**config.mk**
```make
export PLATFORM = sky130hd
export DESIGN_NAME = ex_wb_stage
export DESIGN_NICKNAME = d
export VERILOG_FILES = /design/src/rtl/ex_wb_stage.sv
export SDC_FILE = /design/constraint.sdc
export NUM_CORES = 1
export LEC_CHECK = 0
export BUFFER_PORTS_ARGS = -buffer_cell sky130_fd_sc_hd__buf_4
export CORE_MARGIN = 1.5
export CORE_UTILIZATION = 56
export CTS_BUF_LIST = sky130_fd_sc_hd__clkbuf_8
export CTS_CLUSTER_DIAMETER = 120
export CTS_CLUSTER_SIZE = 20
export DETAILED_ROUTE_END_ITERATION = 7
export PLACE_DENSITY_LB_ADDON = 0.05
export SYNTH_ARGS = -nofsm -noshare
export SYNTH_HDL_FRONTEND = slang
export SYNTH_SLANG_ARGS = --single-unit
```
**constraint.sdc**
```tcl
create_clock -name clk -period 2.7 [get_ports clk]
set_input_delay 0.405 -clock clk [delete_from_list [all_inputs] [get_ports clk]]
set_output_delay 0.405 -clock clk [all_outputs]
set_load 0.005 [all_outputs]
```
**src/rtl/ex_wb_stage.sv**
```systemverilog
// Writeback stage behind the ALU: 2-entry skid buffer for result/rd/wen,
// plus the architectural Z/N flag register and branch resolution at accept.
module ex_wb_stage #(
    parameter int unsigned WIDTH = 16,
    parameter int unsigned RA_W  = 3
) (
    input  logic             clk,
    input  logic             rst_n,
    input  logic             in_valid,
    output logic             in_ready,
    input  logic [WIDTH-1:0] in_result,
    input  logic             in_zero,
    input  logic             in_neg,
    input  logic [RA_W-1:0]  in_rd,
    input  logic             in_wen,
    input  logic             in_setf,
    input  logic [1:0]       in_br,
    input  logic [WIDTH-1:0] in_br_target,
    input  logic             flush,
    output logic             out_valid,
    input  logic             out_ready,
    output logic [WIDTH-1:0] out_result,
    output logic [RA_W-1:0]  out_rd,
    output logic             out_wen,
    output logic             flag_z,
    output logic             flag_n,
    output logic             br_taken,
    output logic [WIDTH-1:0] br_target
);

    typedef struct packed {
        logic [WIDTH-1:0] result;
        logic [RA_W-1:0]  rd;
        logic             wen;
    } beat_t;

    beat_t main_q;
    beat_t skid_q;
    beat_t in_beat;
    logic  main_valid;
    logic  skid_free;
    logic  accept;
    logic  xfer;
    logic  taken;

    assign in_beat = {in_result, in_rd, in_wen};

    // Flush overrides any offered beat, so it blocks accept-side effects too.
    always_comb begin
        accept = in_valid && skid_free && !flush;
        xfer   = main_valid && out_ready;
        taken  = 1'b0;
        case (in_br)
            2'b01:   taken = in_zero;
            2'b10:   taken = in_neg;
            2'b11:   taken = 1'b1;
            default: taken = 1'b0;
        endcase
    end

    // Skid buffer: main drives the outputs, skid only fills when main stalls.
    always_ff @(posedge clk or negedge rst_n) begin
        if (!rst_n) begin
            main_valid <= 1'b0;
            skid_free  <= 1'b1;
            main_q     <= '0;
            skid_q     <= '0;
        end else if (flush) begin
            main_valid <= 1'b0;
            skid_free  <= 1'b1;
        end else if (!skid_free) begin
            if (xfer) begin
                main_q    <= skid_q;
                skid_free <= 1'b1;
            end
        end else if (accept) begin
            if (!main_valid || xfer) begin
                main_q     <= in_beat;
                main_valid <= 1'b1;
            end else begin
                skid_q    <= in_beat;
                skid_free <= 1'b0;
            end
        end else if (xfer) begin
            main_valid <= 1'b0;
        end
    end

    // Flags and redirect resolve at accept time, independent of writeback.
    always_ff @(posedge clk or negedge rst_n) begin
        if (!rst_n) begin
            flag_z    <= 1'b0;
            flag_n    <= 1'b0;
            br_taken  <= 1'b0;
            br_target <= '0;
        end else begin
            br_taken <= accept && taken;
            if (accept && taken) begin
                br_target <= in_br_target;
            end
            if (accept && in_setf) begin
                flag_z <= in_zero;
                flag_n <= in_neg;
            end
        end
    end

    assign in_ready   = skid_free;
    assign out_valid  = main_valid;
    assign out_result = main_q.result;
    assign out_rd     = main_q.rd;
    assign out_wen    = main_q.wen;

endmodule
```
==> impl_results.md <==
* Crit path launch: in_ready$_DFF_PN1_
* Critical path class: reg -> reg
* Finished Layout Cells at 311
* WL final at slightly above 5 mm
* Most area-hungry cell type in the Yosys netlist: dfrtp_1
* # Post-CTS Setup Buffers at 0
* DRT antenna net count at 0
* Pwr/cell area at between 700 and 800 nW/um2
* First-pass GRT wire length at approximately 8.4 mm
* Max IR drop VDD at 485 uV
* Synthesized cell area at between 2000 and 3000 um2
* Worst Skew at 5.17 ps
* RR Startpoint: in_ready$_DFF_PN1_
* CP Buf/Inv Count at 0
* Clk sinks at 61
* Synth top area share at 58.2%
* Pre-CTS setup slack at 720 ps
* Routed vias/inst at around 5.4
* Seq cells post-synth at 61
* Max-cap violation count at 0
* Cells along the critical path: nand3b_4, nor3_4, mux2_2
* Yosys cell types at 18
* CORE AREA at 4380 um2
* Vias in the first global route at 1852
* Port bufs at 86
* Fin Setup TNS at 0 ps
* Placed Cells at approximately 300
* Min Tclk post-route at ~2000 ps
* Maximum clock rate at 510 MHz
* Total die area at around 5000 um2
* Htree depth at 3
* CTS Root Cell: clkbuf_8
* Clock buffer depth at 2
* Final Hold Viols at 0
* Setup slack after layout at 739 ps
* Worst-margin pin slew at about 760 ps
* Remaining DRCs at 0
* Clk_lat worst skew at 330 ps
* CTS Buf Count at 9
* Status: finished clean
* Die X at 70.9 um
* # diodes at 0
* Synth Warn # at 0
* Pleak at 1.65 nW
* Num rows at 24
* Resized cells post-CTS at 0
* Endpoints failing setup at 0
* Starting Density at 58.8%
* Unrepaired setup endpoints after global routing: no
* Final Slew Violations at 0
* Pre-antenna DRT Iters at 4
* Hold Buf Count CTS at 0
* Gr usage total at 22.0%
* CTS clk-pin slew, worst paths at 70 ps
* Starting DRT DRC Count at 39
* Startpoint class of the critical path: flop
* Overflow left after global routing at 0
* Post-DP HPWL at 3.78 mm
* Cell family with most CP delay: simple AND/OR/NAND/NOR gates
* Max incr delay on CP at 710 ps
* Hold_ws at 134 ps
* Largest net degree at the start of global routing at 62
* Critical Path RT at 2910 ps
* Crit share post-route at 72.6%
* Share of layout cells above drive strength 1 at between 60% and 70%
* Synth Area per Inst at 16.0 um2
* Syn Inst Count at 161
* RD Place Congestion at approximately 0.75
* Slowest cell on crit path: dfstp_2
* TritonCTS clock tree: built
* Total number of vias at 1683
* Chip height at a little over 70 um
* Syn Nets at 207
* Relative slew slack at about half
* CP arrival at between 2000 and 2500 ps
* NumNets Final at 300
* Ports at 87
* HP Class: in -> async
* Critical path peak fanout at 17
* Sequential area share after synthesis at 59.2%
* Layout area overhead at 34.5%
* Initial antenna violation count at 0
* WL/cell at 16.5 um
* Top post-synthesis cells by area: dfrtp_1 58%, mux2_2 30%, mux2_1 3.9%
* Crit. End Element: flop
[layout by cell type, fill, tap and decap left out, drive strengths merged, types with 2 or more instances in the layout]
master / synthesis / layout
bufinv: 0 / 2
nor2: 2 / 2
clkbuf: 0 / 9
nor3: 2 / 2
inv: 0 / 2
nor2b: 2 / 2
dfrtp: 60 / 60
nand2: 2 / 2
buf: 8 / 90
mux2: 78 / 78
clkinv: 0 / 3
[final cells by class]
type | instances | area (um2)
clock buffer | 9 | 124
clock inverter | 7 | 82.6
fill | 257 | 913
multi-input combinational | 92 | 996
sequential | 61 | 1530
tap | 52 | 65.1
timing repair buffer | 90 | 676
[metrics by stage]
stage          utilization [%]  power [mW]  instance area, um2
6_report                  79.2        2.68                3470
5_1_grt                   79.2        2.82                3470
4_1_cts                   79.2        2.72                3470
3_5_place_dp              74.5        1.87                3260
3_3_place_gp              74.5        1.82                3260
2_1_floorplan                -        1.52                2580
[cell usage after synthesis, drive strengths merged]
master,n
nand4b,1
nor3,2
mux2,78
a22oi,1
dfstp,1
a221o,1
nor2,2
buf,8
mux2i,1
nand2,2
nor2b,2
a21oi,1
dfrtp,60
nand3b,1
[layer usage]
metal,up-vias,GRT usage (%),wire length (um)
li1,763,-,-
met1,843,24.2,1950
met2,62,38.6,2710
met3,15,6.13,321
met4,0,11.3,146
met5,-,0,0
[power by group]
part	switching (mW)	internal (mW)
combinational	0.191	0.399
sequential	0.119	1.14
clock	0.324	0.508
total	0.634	2.04
[worst register-to-register path, cell delays in order (launching register included)]
cell      delay (ps)
dfstp_2          710
nand3b_4         130
nor3_4           600
mux2_2           420
[final timing paths]
path,end,slack (ps),cells after the start
worst max-delay path,br_target[3]$_DFFE_PN0P_,740,3
worst min-delay path,out_result[4]$_DFFE_PN0P_,130,1
worst max register to register,br_target[3]$_DFFE_PN0P_,740,3
worst min register to register,br_target[7]$_DFFE_PN0P_,490,1
max in group asynchronous,br_taken$_DFF_PN0_,2080,1
min in group clk,out_valid$_DFFE_PN0P_,270,2
[logic make-up after synthesis]
family | Yosys count | share of synthesized area, %
AOI/OAI and AO/OA | 3 | 0.873
buffers and inverters | 8 | 2.28
DFF | 61 | 59.2
muxes | 79 | 34.4
and+or+nand+nor | 10 | 3.20
[registers in the layout, indices dropped and copies added (netlist names)]
| name | count |
|---|---|
| out_valid | 1 |
| skid_q | 20 |
| flag_z | 1 |
| br_target | 16 |
| out_wen | 1 |
| br_taken | 1 |
| in_ready | 1 |
| out_rd | 3 |
| out_result | 16 |
| flag_n | 1 |
Note: power is estimated with default switching activity, not from simulation.
